File: src/rtl/avr_decode_if.sv
// Port bundle between the fetch/execute side (master) and avr_decode (slave).
// Handshake: execute takes the op in any cycle where op_valid=1 and ex_stall=0;
// while ex_stall=1 the decoder holds every op_* output and requests pc_src=HOLD.
interface avr_decode_if #(
  parameter int PC_W = 16
);
  logic [15:0]     cur_instr;
  logic            ex_stall;
  logic [2:0]      pc_src;
  logic [PC_W-1:0] jmp;
  logic            op_valid;
  logic [3:0]      op_class;
  logic [3:0]      alu_op;
  logic [4:0]      rd;
  logic [4:0]      rr;
  logic [15:0]     imm;
  logic [1:0]      dbg_state;

  modport master (
    output cur_instr, ex_stall,
    input  pc_src, jmp, op_valid, op_class, alu_op, rd, rr, imm, dbg_state
  );
  modport slave (
    input  cur_instr, ex_stall,
    output pc_src, jmp, op_valid, op_class, alu_op, rd, rr, imm, dbg_state
  );
endinterface

File: src/rtl/avr_decode.sv
// AVR decode stage: classifies fetched words, extracts operand fields, steers
// fetch (pc_src/jmp) and sequences two-word ops and post-jump flushes.
module avr_decode #(
  parameter int PC_W      = 16,
  parameter int FLUSH_CYC = 1
) (
  input logic         CLK,
  input logic         RST,
  avr_decode_if.slave bus
);
  localparam int CNT_W = (FLUSH_CYC > 1) ? $clog2(FLUSH_CYC) : 1;
  localparam logic [CNT_W-1:0] FLUSH_LAST = CNT_W'(FLUSH_CYC - 1);

  localparam logic [2:0] PC_INC  = 3'b000;
  localparam logic [2:0] PC_HOLD = 3'b010;
  localparam logic [2:0] PC_REL  = 3'b100;
  localparam logic [2:0] PC_ABS  = 3'b101;

  localparam logic [3:0] CL_NOP     = 4'd0;
  localparam logic [3:0] CL_ALU_RR  = 4'd1;
  localparam logic [3:0] CL_ALU_IMM = 4'd2;
  localparam logic [3:0] CL_LDS     = 4'd3;
  localparam logic [3:0] CL_STS     = 4'd4;
  localparam logic [3:0] CL_RJMP    = 4'd5;
  localparam logic [3:0] CL_JMP     = 4'd6;
  localparam logic [3:0] CL_ILLEGAL = 4'd15;

  typedef enum logic [1:0] {S_BOOT, S_EXEC, S_WORD2, S_FLUSH} state_e;

  state_e           state_q, state_d;
  logic [CNT_W-1:0] flush_cnt_q, flush_cnt_d;
  logic [3:0]       pend_class_q, pend_class_d;
  logic [4:0]       pend_rd_q, pend_rd_d;
  logic             op_valid_q, op_valid_d;
  logic [3:0]       op_class_q, op_class_d;
  logic [3:0]       alu_op_q, alu_op_d;
  logic [4:0]       rd_q, rd_d;
  logic [4:0]       rr_q, rr_d;
  logic [15:0]      imm_q, imm_d;
  logic [2:0]       pc_src_c;
  logic [PC_W-1:0]  jmp_c;
  logic [15:0]      instr;

  assign instr = bus.cur_instr;

  always_comb begin
    state_d      = state_q;
    flush_cnt_d  = flush_cnt_q;
    pend_class_d = pend_class_q;
    pend_rd_d    = pend_rd_q;
    op_valid_d   = 1'b0;
    op_class_d   = CL_NOP;
    alu_op_d     = '0;
    rd_d         = '0;
    rr_d         = '0;
    imm_d        = '0;
    pc_src_c     = PC_INC;
    jmp_c        = '0;
    if (bus.ex_stall) begin
      // Freeze everything so a held op, pending word 2 or flush survives the stall.
      pc_src_c   = PC_HOLD;
      op_valid_d = op_valid_q;
      op_class_d = op_class_q;
      alu_op_d   = alu_op_q;
      rd_d       = rd_q;
      rr_d       = rr_q;
      imm_d      = imm_q;
    end else begin
      unique case (state_q)
        S_BOOT: begin
          state_d     = S_FLUSH;
          flush_cnt_d = '0;
        end
        S_FLUSH: begin
          if (flush_cnt_q == FLUSH_LAST) state_d = S_EXEC;
          else flush_cnt_d = flush_cnt_q + 1'b1;
        end
        S_WORD2: begin
          op_valid_d = 1'b1;
          op_class_d = pend_class_q;
          if (pend_class_q == CL_JMP) begin
            pc_src_c    = PC_ABS;
            jmp_c       = PC_W'(instr);
            state_d     = S_FLUSH;
            flush_cnt_d = '0;
          end else begin
            rd_d    = pend_rd_q;
            imm_d   = instr;
            state_d = S_EXEC;
          end
        end
        S_EXEC: begin
          op_valid_d = 1'b1;
          casez (instr)
            16'h0000: op_class_d = CL_NOP;
            16'b0000_1???_????_????, 16'b0001_01??_????_????,
            16'b0001_1???_????_????, 16'b0010_????_????_????: begin
              op_class_d = CL_ALU_RR;
              alu_op_d   = instr[13:10];
              rd_d       = instr[8:4];
              rr_d       = {instr[9], instr[3:0]};
            end
            16'b0011_????_????_????, 16'b0101_????_????_????,
            16'b011?_????_????_????, 16'b1110_????_????_????: begin
              op_class_d = CL_ALU_IMM;
              alu_op_d   = instr[15:12];
              rd_d       = {1'b1, instr[7:4]};
              imm_d      = {8'h00, instr[11:8], instr[3:0]};
            end
            16'b1100_????_????_????: begin
              op_class_d  = CL_RJMP;
              pc_src_c    = PC_REL;
              jmp_c       = {{(PC_W-12){instr[11]}}, instr[11:0]};
              state_d     = S_FLUSH;
              flush_cnt_d = '0;
            end
            16'b1001_010?_????_110?: begin
              op_valid_d   = 1'b0;
              pend_class_d = CL_JMP;
              pend_rd_d    = '0;
              state_d      = S_WORD2;
            end
            16'b1001_000?_????_0000, 16'b1001_001?_????_0000: begin
              op_valid_d   = 1'b0;
              pend_class_d = instr[9] ? CL_STS : CL_LDS;
              pend_rd_d    = instr[8:4];
              state_d      = S_WORD2;
            end
            default: op_class_d = CL_ILLEGAL;
          endcase
        end
        default: state_d = S_BOOT;
      endcase
    end
    // Fetch samples pc_src on the same edge that applies reset, so hold it there.
    if (RST) begin
      pc_src_c = PC_HOLD;
      jmp_c    = '0;
    end
  end

  always_ff @(posedge CLK) begin
    if (RST) begin
      state_q      <= S_BOOT;
      flush_cnt_q  <= '0;
      pend_class_q <= '0;
      pend_rd_q    <= '0;
      op_valid_q   <= 1'b0;
      op_class_q   <= '0;
      alu_op_q     <= '0;
      rd_q         <= '0;
      rr_q         <= '0;
      imm_q        <= '0;
    end else begin
      state_q      <= state_d;
      flush_cnt_q  <= flush_cnt_d;
      pend_class_q <= pend_class_d;
      pend_rd_q    <= pend_rd_d;
      op_valid_q   <= op_valid_d;
      op_class_q   <= op_class_d;
      alu_op_q     <= alu_op_d;
      rd_q         <= rd_d;
      rr_q         <= rr_d;
      imm_q        <= imm_d;
    end
  end

  assign bus.pc_src    = pc_src_c;
  assign bus.jmp       = jmp_c;
  assign bus.op_valid  = op_valid_q;
  assign bus.op_class  = op_class_q;
  assign bus.alu_op    = alu_op_q;
  assign bus.rd        = rd_q;
  assign bus.rr        = rr_q;
  assign bus.imm       = imm_q;
  assign bus.dbg_state = state_q;
endmodule

File: src/flat_wrapper.sv
// flat-port wrapper written by rule: the top's interface ports become plain ports
module avr_decode_flat 
#(
  parameter int PC_W      = 16,
  parameter int FLUSH_CYC = 1
)
  (CLK, RST, bus_cur_instr, bus_ex_stall, bus_pc_src, bus_jmp, bus_op_valid, bus_op_class, bus_alu_op, bus_rd, bus_rr, bus_imm, bus_dbg_state);
  avr_decode_if #(.PC_W(PC_W)) bus_i ();
  input logic CLK;
  input logic RST;
  input wire logic [$bits(bus_i.cur_instr)-1:0] bus_cur_instr;
  input wire logic [$bits(bus_i.ex_stall)-1:0] bus_ex_stall;
  output wire logic [$bits(bus_i.pc_src)-1:0] bus_pc_src;
  output wire logic [$bits(bus_i.jmp)-1:0] bus_jmp;
  output wire logic [$bits(bus_i.op_valid)-1:0] bus_op_valid;
  output wire logic [$bits(bus_i.op_class)-1:0] bus_op_class;
  output wire logic [$bits(bus_i.alu_op)-1:0] bus_alu_op;
  output wire logic [$bits(bus_i.rd)-1:0] bus_rd;
  output wire logic [$bits(bus_i.rr)-1:0] bus_rr;
  output wire logic [$bits(bus_i.imm)-1:0] bus_imm;
  output wire logic [$bits(bus_i.dbg_state)-1:0] bus_dbg_state;
  assign bus_i.cur_instr = bus_cur_instr;
  assign bus_i.ex_stall = bus_ex_stall;
  assign bus_pc_src = bus_i.pc_src;
  assign bus_jmp = bus_i.jmp;
  assign bus_op_valid = bus_i.op_valid;
  assign bus_op_class = bus_i.op_class;
  assign bus_alu_op = bus_i.alu_op;
  assign bus_rd = bus_i.rd;
  assign bus_rr = bus_i.rr;
  assign bus_imm = bus_i.imm;
  assign bus_dbg_state = bus_i.dbg_state;
  avr_decode #(.PC_W(PC_W), .FLUSH_CYC(FLUSH_CYC)) u_core (.CLK(CLK), .RST(RST), .bus(bus_i));
endmodule
File: config.mk
export PLATFORM = sky130hd
export DESIGN_NAME = avr_decode_flat
export DESIGN_NICKNAME = d
export VERILOG_FILES = /design/src/rtl/avr_decode_if.sv /design/src/rtl/avr_decode.sv /design/src/flat_wrapper.sv
export SDC_FILE = /design/constraint.sdc
export NUM_CORES = 1
export LEC_CHECK = 0
export ABC_AREA = 1
export CORE_MARGIN = 2
export CORE_UTILIZATION = 46
export DETAILED_ROUTE_END_ITERATION = 6
export GPL_TIMING_DRIVEN = 0
export PLACE_DENSITY = 0.8
export SETUP_SLACK_MARGIN = 0.15
export SYNTH_ARGS = -nofsm -noshare
export SYNTH_HDL_FRONTEND = slang
export SYNTH_SLANG_ARGS = --single-unit
File: constraint.sdc
create_clock -name CLK -period 2.15 [get_ports CLK]
set_clock_uncertainty 0.15 [all_clocks]
set_input_delay 0.43 -clock CLK [delete_from_list [all_inputs] [get_ports CLK]]
set_output_delay 0.43 -clock CLK [all_outputs]
set_load 0.005 [all_outputs]
Yosys cells after proc, flatten, opt, wreduce, memory -nomap -nowiden --
Cells that the tools add are included.
Word-level totals: bits in registers 47, input bits 19, output and inout port bits 56, logic and storage cells 78
Operators by class: add/subtract/negate cells 1, eq/ne operators 20, multiplexer cells 35, bitwise operators 1, reductions and logical operators 11
Operators by type and width (count):
- two-way mux 16 bit | 5
- case mux 16 bit (2 select lines) | 2
- case mux 5 bit (2 select lines) | 3
- case mux 4 bit (2 select lines) | 3
- equality test 11 bit, second input constant | 2
- logical NOT 16 bit | 1
- case mux 4 bit (4 select lines) | 1
- two-way mux 3 bit | 5
- two-way mux 5 bit | 3
- OR reduction 4 bit | 3
- equality test 10 bit, second input constant | 1
- AND reduction 3 bit | 3
- equality test 4 x 2 -> 1 bit, second input constant | 2
- equality test 4 x 3 -> 1 bit, second input constant | 2
- equality test 4 bit, second input constant | 2
- two-way mux 8 bit | 1
- case mux 2 bit (4 select lines) | 1
- equality test 6 x 3 -> 1 bit, second input constant | 1
- case mux 3 bit (2 select lines) | 1
- equality test 5 x 1 -> 1 bit, second input constant | 1
- equality test 5 x 2 -> 1 bit, second input constant | 1
- equality test 2 bit, second input constant | 2
- two-way mux 1 bit | 4
- two-way mux 2 bit | 2
- other kinds (15) | 16

Depth between registers and ports, before layout --
word-level depth 5, gate-level depth with buffers 12, gate-level depth less buffers 12

Worst setup path after synthesis --
Ideal clock, no wire load.
path type register to output, from register u_core.state_q[1], in the netlist u_core.bus.dbg_state[1], to output bus_jmp[0], arrival time 1.439 ns, data required time 1.570 ns, setup slack 0.131 ns, stages on the path, launching flop included 10, path buffers 1, cells stage by stage dfxtp_1 > inv_1 > ha_1 > nand2_2 > nor2_4 > inv_2 > a21oi_4 > inv_2 > buf_12 > nor2_4
Between the ends: word-level cells in the longest chain between the ends 4, elaborated cells on any way between the ends 5, those cells by class 2 x eq/ne; 3 x mux
Ends and longest elaborated chain:
- start: declaration | RTL line avr_decode.sv:30 | state_e state_q, state_d;
- start signal: assignment | RTL line avr_decode.sv:155 | state_q <= state_d;
- equality test 2 x 1 -> 1 bit or equality test 2 bit (tied branches) | RTL line avr_decode.sv:69 | unique case (state_q)
- case mux 16 bit (2 select lines) (*) | RTL line avr_decode.sv:69
- two-way mux 16 bit (*) | RTL line avr_decode.sv:59 | if (bus.ex_stall) begin
- two-way mux 16 bit (*) | RTL line avr_decode.sv:136 | if (RST) begin
- end: declaration | RTL line flat_wrapper.sv:14 | output wire logic [$bits(bus_i.jmp)-1:0] bus_jmp;
Mark *: on every way between the ends. The rest lies on a longest branch, timed or not.

Worst setup path after layout --
from register u_core.state_q[1], in the netlist u_core.bus.dbg_state[1], to output bus_jmp[2]
The elaborated chain is that of the path after synthesis.

==> run_results.csv <==
group,metric,value,unit
layout,nets,454,
timing,clock.fmax,414,MHz
status,violations,"negative setup slack",
timing,hold_viol,0,
cts,cts.clk_slew.worst_paths,0.09,ns
global_routing,grt_usage,25.3,%
logic_synthesis,synth_top_area_share,38.4,%
drt,wirelength,6960,um
global_routing,first_global_vias,2362,
global_routing,grt_overflow,0,
layout,layout-drive-gt1-share,25.2,%
layout,design_area,3430,um^2
power,powerDensity,507,nW/um^2
power,ir_drop,0.000296,V
global_routing,antenna_found_initial,0,
cts,htree_levels,2,
timing,fin_ws,-0.263,ns
global_routing,grt_first_pass_wirelength,10800,um
layout,final_common_cell,"nand2_1",
layout,post-route-util,71.1,%
logic_synthesis,synthArstFlopShare,0,%
layout,final_cell_mix,"105 x nand2_1, 48 x clkdlybuf4s50_1, 43 x dfxtp_1, 21 x inv_1, 20 x nor2_1",
cts,cts_inserted_buffers,5,
logic_synthesis,ys_types,31,
logic_synthesis,synth_cells,332,
worst_hold_path,min_path_type,"input pin to register",
timing,tightest_slew,0.512,ns
logic_synthesis,synth_seq_cells,45,
placed_design,port_buffers,72,
cts,cts_tree,"built",
timing,finalMaxSlewViolations,0,
power,power,1.74,mW
logic_synthesis,yosysTopAreaCell,"dfxtp_1",
worst_hold_path,holdPathStages,2,
critical_path,worstPathArrival,1.83,ns
drt,post-route-drc-count,0,
logic_synthesis,synthTopCellsByArea,"dfxtp_1 38%, nand2_1 17%, nor2_4 5.8%",
critical_path,reg2regPathDepth,6,
cts,clock-root-buffer,"clkbuf_8",
floorplan,row_count,25,
critical_path,critPathLaunchType,"register",
timing,whs,0.259,ns
critical_path,end_kind,"primary output",
logic_synthesis,synthesis.area,2350,um^2
drt,drt-initial-drc-count,160,
status,status,"complete, but fails checks",
timing,period_share,112,%
timing,rsz0062_at_grt,"yes",
logic_synthesis,yosysSeqAreaShare,38.4,%
logic_synthesis,synth_fp_nets,355,
placed_design,gp_congestion,0.903,
drt,viasPerCell,5.02,
timing,finalSetupTns,-3.64,ns
logic_synthesis,synth_flop_cell,"dfxtp_1",
drt,drtPass1Iterations,5,
cts,cts_sinks,45,
drt,num_vias,2503,
drt,ant_nets,0,
placed_design,dpl_cell_area,3150,um^2
floorplan,start_util,48.7,%
logic_synthesis,yosysWarnings,0,
cts,clockBufferDepth,2,
critical_path,cp.required,1.57,ns
floorplan,die_area,5690,um^2
critical_path,criticalPathCategory,"register to primary output",
logic_synthesis,synth-edff-count,0,
power,leakage,1.53,nW
layout,antenna_cells,0,
drt,routedWlPerCell,13.9,um
floorplan,die_y,75.4,um
job,max-cap-violations,0,
placed_design,dp_hpwl,5160,um
logic_synthesis,avgSynthCellArea,7.07,um^2
cts,hold_buffers,0,
floorplan,io_pins,75,
floorplan,coreArea,4820,um^2
timing,period_minus_slack,2.41,ns
floorplan,die_w,75.4,um
timing,setup_viol,17,
timing,slew_headroom,65.8,%
cts,clk_latency,0.29,ns
critical_path,critical_path_peak_fanout,4,
layout,syn_to_final_growth,46.0,%
global_routing,grt_max_degree,14,
==> state kept, by name, summed over array words and instances (netlist names) <==
name and cells:
u_core.bus.imm 16, u_core.pend_class_q 3, u_core.bus.op_class 4, u_core.bus.dbg_state 2, u_core.bus.rd 5, u_core.pend_rd_q 5
u_core.bus.rr 5, u_core.bus.op_valid 1, u_core.bus.alu_op 4
==> per-layer routing <==
metal  global-route usage (%)  share of wire (%)  up-vias
li1                         -                  -     1258
met1                     32.4                 43     1139
met2                     43.8                 47       97
met3                     4.50                7.6        9
met4                     6.82                1.5        0
met5                        0                  0        -
==> report_power, final <==
group / internal, mW / leakage, nW / total [mW] / switching, mW
sequential: 0.850 / 0.364 / 0.862 / 0.0121
combinational: 0.152 / 1.12 / 0.364 / 0.212
clock: 0.226 / 0.0450 / 0.511 / 0.285
==> synth_stat cells (3+ instances only) <==
cell type and instances:
nor2_2 4, a21oi_1 16, inv_1 26, o21ai_1 11, buf_2 4, nand2_2 8, nand2_1 106, nor2_1 22
dfxtp_1 45, ha_1 4, nand3_1 16, nor2_4 12, nand4_1 3, o21ai_0 18, o22ai_1 5, inv_2 12
==> path summary, 6_finish.rpt <==
kind	from	endpoint	slack [ns]
setup / recovery	u_core.bus.dbg_state[1]$_SDFFE_PP0P_	bus_jmp[2]	-0.26
hold reg to reg	u_core.bus.op_class[2]$_SDFFE_PP0N_	u_core.bus.op_class[2]$_SDFFE_PP0N_	0.31
hold / removal	RST	u_core.pend_rd_q[0]$_SDFFE_PP0P_	0.26
setup reg to reg	u_core.bus.dbg_state[1]$_SDFFE_PP0P_	u_core.bus.imm[14]$_SDFFE_PP0N_	0.39
==> critical path, stage by stage (launching register included) <==
cell and delay, ns:
dfxtp_4 0.38, inv_4 0.04, ha_4 0.26, nand2_4 0.05, nor2_4 0.12, inv_4 0.07
a21oi_4 0.18, inv_4 0.08, buf_4 0.14, nor2_1 0.08, buf_2 0.13
==> per-stage QoR <==
stage,instances,setup WS (ns)
finish,499,-0.263
global route,499,-0.323
CTS,495,-0.236
detailed placement,471,-0.847
global placement,471,-0.846
floorplan,332,0.157
==> repair_timing <==
item	in CTS	in global routing
resized for setup	102	10
gates cloned	1	0
setup buffers	15	4
pin swaps	6	2
endpoints found under the setup margin	19	22
==> cell type report <==
class	instances	area (um^2)
clock inverters	2	10.0
repair buffers	92	841
plain buffers	7	57.6
inverters	41	171
flip-flops and latches	45	906
fillers	432	1390
well taps	67	83.8
clock buffers	6	72.6
multi-input cells	239	1280
==> kinds of logic (layout without fill, tap and decap cells) <==
family	after synthesis	in the layout	share of synthesized area, %
buffers and inverters	48	148	9.01
adder cells (fa/ha/maj)	4	4	2.13
flip-flops	45	45	38.4
AND/OR/NAND/NOR	176	176	36.2
AO/OA/AOI/OAI	59	59	14.3
(Power assumes the default switching activity.)
